===== src/rtl/pipeline_hazard_ctrl.sv =====
// Central stall/flush sequencer for the 5-stage pipeline.
// It handles three kinds of event:
//   - load-use bubbles;
//   - a multicycle-unit freeze, with a timeout abort;
//   - a taken-branch flush.
// It also drains the pipeline into a held state on a halt request.
// All pipeline control outputs are combinational from state and inputs.
module pipeline_hazard_ctrl #(
    parameter int MC_TIMEOUT = 64,
    parameter int DRAIN_CYC  = 3,
    parameter int CNT_W      = 16
) (
    input  logic             clk,
    input  logic             rst_n,
    input  logic [4:0]       if_id_rs,
    input  logic [4:0]       if_id_rt,
    input  logic             if_id_uses_rt,
    input  logic             id_ex_MemRead,
    input  logic [4:0]       id_ex_rt,
    input  logic             id_ex_mc_start,
    input  logic             mc_done,
    input  logic             branch_taken,
    input  logic             halt_req,
    output logic             pc_write,
    output logic             if_id_write,
    output logic             if_id_flush,
    output logic             id_ex_bubble,
    output logic             ex_hold,
    output logic             halted,
    output logic             mc_timeout,
    output logic [CNT_W-1:0] stall_cycles
);

    // Wait counter runs 0..MC_TIMEOUT-1 while in MC_WAIT.
    localparam int WAIT_W = (MC_TIMEOUT > 2) ? $clog2(MC_TIMEOUT) : 1;
    // Drain counter holds the number of bubbles already issued, 1..DRAIN_CYC-1.
    localparam int DRN_W  = (DRAIN_CYC > 2) ? $clog2(DRAIN_CYC) : 1;

    localparam logic [WAIT_W-1:0] WAIT_LAST = WAIT_W'(MC_TIMEOUT - 1);
    localparam logic [DRN_W-1:0]  DRN_LAST  = DRN_W'(DRAIN_CYC - 1);
    localparam logic [CNT_W-1:0]  CNT_MAX   = '1;

    typedef enum logic [1:0] {
        S_RUN,
        S_MC_WAIT,
        S_DRAIN,
        S_HALTED
    } state_t;

    state_t            state_q, state_d;
    logic [WAIT_W-1:0] wait_q, wait_d;
    logic [DRN_W-1:0]  drain_q, drain_d;
    logic              timeout_q, timeout_d;
    logic [CNT_W-1:0]  stall_q, stall_d;
    logic              load_use;

    // The ID instruction needs the value that the load in EX has not produced yet.
    assign load_use = id_ex_MemRead && (id_ex_rt != 5'd0) &&
                      ((id_ex_rt == if_id_rs) ||
                       (if_id_uses_rt && (id_ex_rt == if_id_rt)));

    assign mc_timeout   = timeout_q;
    assign stall_cycles = stall_q;

    // Next-state and pipeline control decode; defaults let the pipeline flow.
    always_comb begin
        state_d      = state_q;
        wait_d       = wait_q;
        drain_d      = drain_q;
        timeout_d    = timeout_q;
        pc_write     = 1'b1;
        if_id_write  = 1'b1;
        if_id_flush  = 1'b0;
        id_ex_bubble = 1'b0;
        ex_hold      = 1'b0;
        halted       = 1'b0;

        unique case (state_q)
            S_RUN: begin
                if (branch_taken) begin
                    // Wrong-path instructions in IF and ID are squashed; PC takes the target.
                    // A branch that is also an mc op is treated as a branch.
                    if_id_flush  = 1'b1;
                    id_ex_bubble = 1'b1;
                end else if (id_ex_mc_start) begin
                    pc_write    = 1'b0;
                    if_id_write = 1'b0;
                    ex_hold     = 1'b1;
                    wait_d      = '0;
                    state_d     = S_MC_WAIT;
                end else if (halt_req) begin
                    // This cycle already issues the first drain bubble.
                    pc_write     = 1'b0;
                    if_id_write  = 1'b0;
                    id_ex_bubble = 1'b1;
                    drain_d      = DRN_W'(1);
                    state_d      = (DRAIN_CYC <= 1) ? S_HALTED : S_DRAIN;
                end else if (load_use) begin
                    pc_write     = 1'b0;
                    if_id_write  = 1'b0;
                    id_ex_bubble = 1'b1;
                end
            end
            S_MC_WAIT: begin
                if (mc_done) begin
                    // Holds released so EX/MEM captures the result this cycle.
                    state_d = S_RUN;
                end else if (wait_q == WAIT_LAST) begin
                    timeout_d = 1'b1;
                    state_d   = S_RUN;
                end else begin
                    pc_write    = 1'b0;
                    if_id_write = 1'b0;
                    ex_hold     = 1'b1;
                    wait_d      = wait_q + WAIT_W'(1);
                end
            end
            S_DRAIN: begin
                pc_write     = 1'b0;
                if_id_write  = 1'b0;
                id_ex_bubble = 1'b1;
                if (drain_q == DRN_LAST) begin
                    state_d = S_HALTED;
                end else begin
                    drain_d = drain_q + DRN_W'(1);
                end
            end
            S_HALTED: begin
                pc_write     = 1'b0;
                if_id_write  = 1'b0;
                id_ex_bubble = 1'b1;
                halted       = 1'b1;
                if (!halt_req) begin
                    state_d = S_RUN;
                end
            end
            default: begin
                state_d = S_RUN;
            end
        endcase

        stall_d = (!pc_write && (stall_q != CNT_MAX)) ? (stall_q + CNT_W'(1)) : stall_q;
    end

    // State, counters and the sticky timeout flag; reset returns to RUN with everything cleared.
    always_ff @(posedge clk or negedge rst_n) begin
        if (!rst_n) begin
            state_q   <= S_RUN;
            wait_q    <= '0;
            drain_q   <= '0;
            timeout_q <= 1'b0;
            stall_q   <= '0;
        end else begin
            state_q   <= state_d;
            wait_q    <= wait_d;
            drain_q   <= drain_d;
            timeout_q <= timeout_d;
            stall_q   <= stall_d;
        end
    end

endmodule


===== config.mk =====
export PLATFORM = sky130hd
export DESIGN_NAME = pipeline_hazard_ctrl
export DESIGN_NICKNAME = d
export VERILOG_FILES = /design/src/rtl/pipeline_hazard_ctrl.sv
export SDC_FILE = /design/constraint.sdc
export NUM_CORES = 1
export LEC_CHECK = 0
export CAP_MARGIN = 25
export CORE_UTILIZATION = 49
export CTS_BUF_LIST = sky130_fd_sc_hd__clkbuf_4 sky130_fd_sc_hd__clkbuf_8
export DETAILED_ROUTE_END_ITERATION = 10
export PLACE_DENSITY = 0.83
export SLEW_MARGIN = 20
export SYNTH_ARGS = -nofsm -noshare
export SYNTH_HDL_FRONTEND = slang
export SYNTH_SLANG_ARGS = --single-unit

===== constraint.sdc =====
create_clock -name clk -period 2.45 [get_ports clk]
set_clock_uncertainty 0.2 [all_clocks]
set_input_delay 0.3675 -clock clk [delete_from_list [all_inputs] [get_ports clk]]
set_output_delay 0.3675 -clock clk [all_outputs]
set_load 0.005 [all_outputs]

; ---- After elaboration in Yosys (flattened, before gate mapping)
; Cells that the tools add are included.
[classes]
addsub = 3
n_eq_ne = 19
muxes = 38
n_bitwise = 1
reduce_logical = 15
[ops]
columns = cell, n
row1 = 2-to-1 mux 6 bit, 4
row2 = 2-to-1 mux 2 bit, 11
row3 = "inequality test 2 bit, second input constant", 9
row4 = 2-to-1 mux 1 bit, 17
row5 = "adder 16 x 1 -> 16 bit, second input constant", 1
row6 = "inequality test 16 bit, second input constant", 1
row7 = AND reduction 5 bit, 3
row8 = one-hot mux 6 bit (2 select lines), 1
row9 = == test 5 bit, 2
row10 = one-hot mux 2 bit (4 select lines), 1
row11 = "adder 6 x 1 -> 6 bit, second input constant", 1
row12 = "== test 2 bit, second input constant", 3
row13 = "== test 6 bit, second input constant", 1
row14 = "inequality test 3 bit, second input constant", 2
row15 = nonzero test 5 bit, 1
row16 = logical AND 1 bit, 4
row17 = one-hot mux 1 bit (2 select lines), 2
row18 = one-hot mux 2 bit (2 select lines), 1
row19 = nonzero test 2 bit, 2
row20 = one-hot mux 1 bit (3 select lines), 1
row21 = AND reduction 3 bit, 1
row22 = "adder 2 x 1 -> 2 bit, second input constant", 1
row23 = "== test 2 x 1 -> 1 bit, second input constant", 1
row24 = zero test 2 bit, 1
row25 = other kinds (4), 4
[totals]
reg_bits = 27
input_bits = 23
out_inout_bits = 23
wordCells = 81

; ---- Logic depth before layout (Yosys ltp)
; Gate-level depths: netlist of run 1.
[depth]
ltp_word = 11
ltp_mapped = 9
ltp_nobuf = 8

; ---- Worst setup path after synthesis of run 1
; No wires, ideal clock.
[synth_path]
path_kind = register to register
start = register stall_q[4] (netlist: stall_cycles[4])
end = register stall_q[11] (netlist: stall_cycles[11])
setup_ns = 0.125
t_arrival_ns = 1.871
t_required_ns = 2.125
path_slack_ns = 0.254
path_stages_with_launch = 9
n_path_buf = 1
synth_period_minus_slack_ns = 2.196
path_cell_list = dfrtp_1 > and3_1 > and2_4 > and3_1 > and4_1 > a311oi_4 > buf_6 > nand3_1 > xnor2_1
[synth_via]
elab_chain_cells = 2
elab_cells_between_ends = 3
classes_between = add/sub (1) / eq/ne (1) / reduce/logical (1)
[synth_lines]
columns = element, line_no
row1 = start: declaration, 54  ; logic [CNT_W-1:0] stall_q, stall_d;
row2 = start signal: assignment, 158  ; stall_q <= stall_d;
row3 = branches (longest 2 deep; another with adder 16 x 1 -> 16 bit), --
; Several ways; the timed one is not identified.
; A chain may end at the register's enable or synchronous reset.

; ---- Worst setup path in the final report of run 1
[layout_path]
start = input port id_ex_rt[4]
end = register stall_q[15] (netlist: stall_cycles[15])
[layout_via]
elab_chain_cells = 11
elab_cells_between_ends = 14
classes_between = eq/ne (2) / mux (5) / reduce/logical (7)
[layout_lines]
columns = element, line_no
row1 = start: declaration, 19  ; input logic [4:0] id_ex_rt,
row2 = == test 5 bit, 60  ; (if_id_uses_rt && (id_ex_rt == if_id_rt)));
row3 = logical AND 1 bit, 60
row4 = logical OR 1 bit, 59  ; ((id_ex_rt == if_id_rs) ||
row5 = logical AND 1 bit *, 58  ; assign load_use = id_ex_MemRead && (id_ex_rt != 5'd0) &&
row6 = 2-to-1 mux 1 bit *, 98  ; end else if (load_use) begin
row7 = 2-to-1 mux 1 bit *, 91  ; end else if (halt_req) begin
row8 = 2-to-1 mux 1 bit *, 85  ; end else if (id_ex_mc_start) begin
row9 = 2-to-1 mux 1 bit *, 80  ; if (branch_taken) begin
row10 = one-hot mux 1 bit (3 select lines) *, 78  ; unique case (state_q)
row11 = zero test 1 bit *, 142  ; stall_d = (!pc_write && (stall_q != CNT_MAX)) ? (stall_q + CNT_W'(1)) : stall_q;
row12 = logical AND 1 bit *, 142
; Every way passes the cells marked *; elsewhere a longest branch is shown, timed or not.

==> results.md, run 1 <==
- Status: finished clean
- Worst Setup SP: id_ex_rt[4]
- Die ar.: 3400 um^2
- R2r setup slk: approximately 130 ps
- Crit-path max FO: 7
- Top FF cell, synth: dfrtp_1
- Via Count: 1397
- Num CTS Buffers: 3
- DRC: 0
- Layout Nets: 251
- Die X: 58.3 um
- Cell taking the most area after synthesis: dfrtp_1
- ANT nets after route: 0
- Root Driver: clkbuf_4
- Critical path startpoint category: primary input
- Largest net degree at the start of global routing: 28
- Initial antenna violation count: 0
- Final std cell area, no fill: ~2300 um^2
- Post-layout util: 0.756
- Seq cells post-synth: 27
- Final HPWL DP: roughly 2700 um
- Port Buffers: 45
- Std cell rows: 20
- Syn Std Cell Area: approximately 1600 um^2
- Die Ht: roughly 58 um
- Diodes inserted: 0
- Fin Hold WS: roughly 190 ps
- Count leader, synth: dfrtp_1
- Clock sinks: 27
- Power per cell area: between 800 and 900 nW/um^2
- Worst path required time: approximately 2500 ps
- Area grow syn2layout: 47.3%
- Post-layout minimum cycle time: between 2000 and 2500 ps
- Max Cap Viol: 0
- Final Hold Fails: 0
- Setup WS post-layout: between 100 and 150 ps
- Cells after Synth: ~150
- Final Setup Violations: 0
- WL per Instance: 14.0 um
- Least-Margin Pin Slew: about 360 ps
- Grt total ovfl: 0
- Final Max Slew Viols: 0
- Tot Pwr: around 0.0019 W
- Avg Cell Area, Syn: 10.2 um^2
- WP data arrival: roughly 2400 ps
- Synth top area share: 0.435
- Crit. End Element: flop
- Final Cycle Share: 0.957
- Via/cell ratio: between 5 and 6
- Ports: 46
- HP Class: in -> async
- Clock Latency Late Sink: approximately 330 ps
- Tot GR Track Use: 0.222
- Core box area: 3030 um^2
- Share of flip-flops with an asynchronous set or reset: 1.00
- Reg2reg end: stall_cycles[15]
- Syn nets: ~180
- Setup Crit Path Kind: in -> reg
- Reg2reg path depth: 9
- Clock buffer depth: 2
- TritonRoute pass-1 iters: 4
- CTS tree: built
- H-Tree Depth: 1
- Post-synth EDFFs: 0
- Sequential share of the synthesized area: 0.435
- Post-Place Setup Slack: -518 ps
- Most frequent cells after synthesis: dfrtp_1 (27), nor2_1 (17), xor2_1 (14)
- CTS clock-pin slew for the worst setup and hold paths: about 150 ps
- Starting Density: 0.513
- Slew HR: 0.757
- Fmax: 427 MHz
- Netlist cell types: 33
- Static Leak: around 1.1 nW
- Area after DPL: 2180 um^2
- First-pass GRT wire length: around 5700 um
- Number of global-route vias before repair: 1265
- Yosys warnings: 0
- Max IR drop VDD: between 0.6 and 0.7 mV
- Gpl congestion: approximately 0.76
- Synth area leaders: dfrtp_1 (43%), xor2_1 (7.9%), xnor2_1 (7.3%)
- Share of layout cells above drive strength 1: 0.237
- Reg2reg start: stall_cycles[4]
- DRT Wirelength: 3760 um
- DRT iter0 DRCs: roughly 40
==> cells by family (layout without fill, tap and decap cells) <==
| group | Yosys count | after routing | share of synthesized area |
|---|---|---|---|
| AND/OR/NAND/NOR | 64 | 64 | 0.229 |
| XOR/XNOR | 27 | 27 | 0.152 |
| flip-flops | 27 | 27 | 0.435 |
| AO/OA/AOI/OAI | 16 | 16 | 0.0813 |
| buffers and inverters | 10 | 81 | 0.0362 |
| multiplexers | 6 | 6 | 0.0427 |
| adder cells (fa/ha/maj) | 3 | 3 | 0.0242 |
==> registers in the layout, indices dropped and copies added, names as in the netlist <==
register / flops
drain_q: 2
mc_timeout: 1
stall_cycles: 16
state_q: 2
wait_q: 6
==> worst max-delay path: stages <==
cell,delay (ps)
dlygate4sd2_1,280
xor2_1,180
nor4_1,250
a32oi_1,170
o21a_1,210
buf_4,140
a311oi_4,240
buf_12,160
buf_6,130
nand4b_4,90
xnor2_1,140
==> cell type report <==
cell class              instances  area, um^2
clock buffers                   3        22.5
repair buffers                 72         647
flip-flops and latches         27         678
well taps                      44        55.1
clock inverters                 1        5.00
fillers                       225         738
inverters                       5        18.8
multi-input cells             116         863
==> worst max-delay path by stage <==
stage,slack [ps],endpoint,depth (start not counted)
after floorplan,250,stall_cycles[11],8
after global placement,-470,if_id_write,7
after detailed placement,-520,if_id_write,7
after CTS,40,stall_cycles[1],9
after global routing,-1,stall_cycles[3],9
final,110,stall_cycles[15],11
==> placed cells by master (no fill, tap or decap), types with 3 or more instances in the layout <==
cell type	netlist	final
mux2_2	5	5
nand4_1	7	7
buf_2	0	3
clkbuf_4	0	3
nor4_1	3	3
xor2_1	14	14
dfrtp_1	27	25
o21ai_0	5	4
xnor2_1	13	13
and2_1	4	4
inv_1	5	5
o31ai_1	3	3
nand2_1	7	7
dlygate4sd2_1	0	8
buf_4	1	25
nand2b_1	4	4
clkdlybuf4s50_1	0	32
nor2_1	17	15
and3_1	5	5
nand3_1	8	6
==> metal layers <==
metal,part of all wire,track usage,up-vias
met3,0.055,0.0352,4
met4,0.0075,0.0612,0
met5,0,0,-
met2,0.50,0.381,48
li1,-,-,678
met1,0.44,0.294,667
==> what timing repair did <==
action,4_1_cts,5_1_grt
setup buffers,2,6
gates resized for setup,29,9
hold buffers,0,0
pin swaps,9,8
setup endpoints to repair,16,11
==> per-stage QoR <==
step | setup TNS (ps) | cells
floorplan | 0 | 153
global route | -1.33 | 268
detailed placement | -7550 | 256
global placement | -5790 | 256
CTS | 0 | 262
finish | 0 | 268
==> power by group <==
| part | total (W) | leakage, nW | internal (W) | switching (W) |
|---|---|---|---|---|
| combinational | 0.00102 | 0.687 | 0.000586 | 0.000431 |
| sequential | 0.000693 | 0.346 | 0.000565 | 0.000128 |
| clock | 0.000195 | 0.0177 | 0.0000614 | 0.000134 |
(Power assumes the default switching activity.)
==> inputs of run 2 (changes only) <==
--- a/config.mk
+++ b/config.mk
@@ -8,6 +8,7 @@
 export CAP_MARGIN = 25
 export CORE_UTILIZATION = 49
 export CTS_BUF_LIST = sky130_fd_sc_hd__clkbuf_4 sky130_fd_sc_hd__clkbuf_8
+export CTS_CLUSTER_DIAMETER = 40
 export DETAILED_ROUTE_END_ITERATION = 10
 export PLACE_DENSITY = 0.83
 export SLEW_MARGIN = 20
==> results of run 2 <==
Final layout, timing and power as in run 1 (identical DEF).
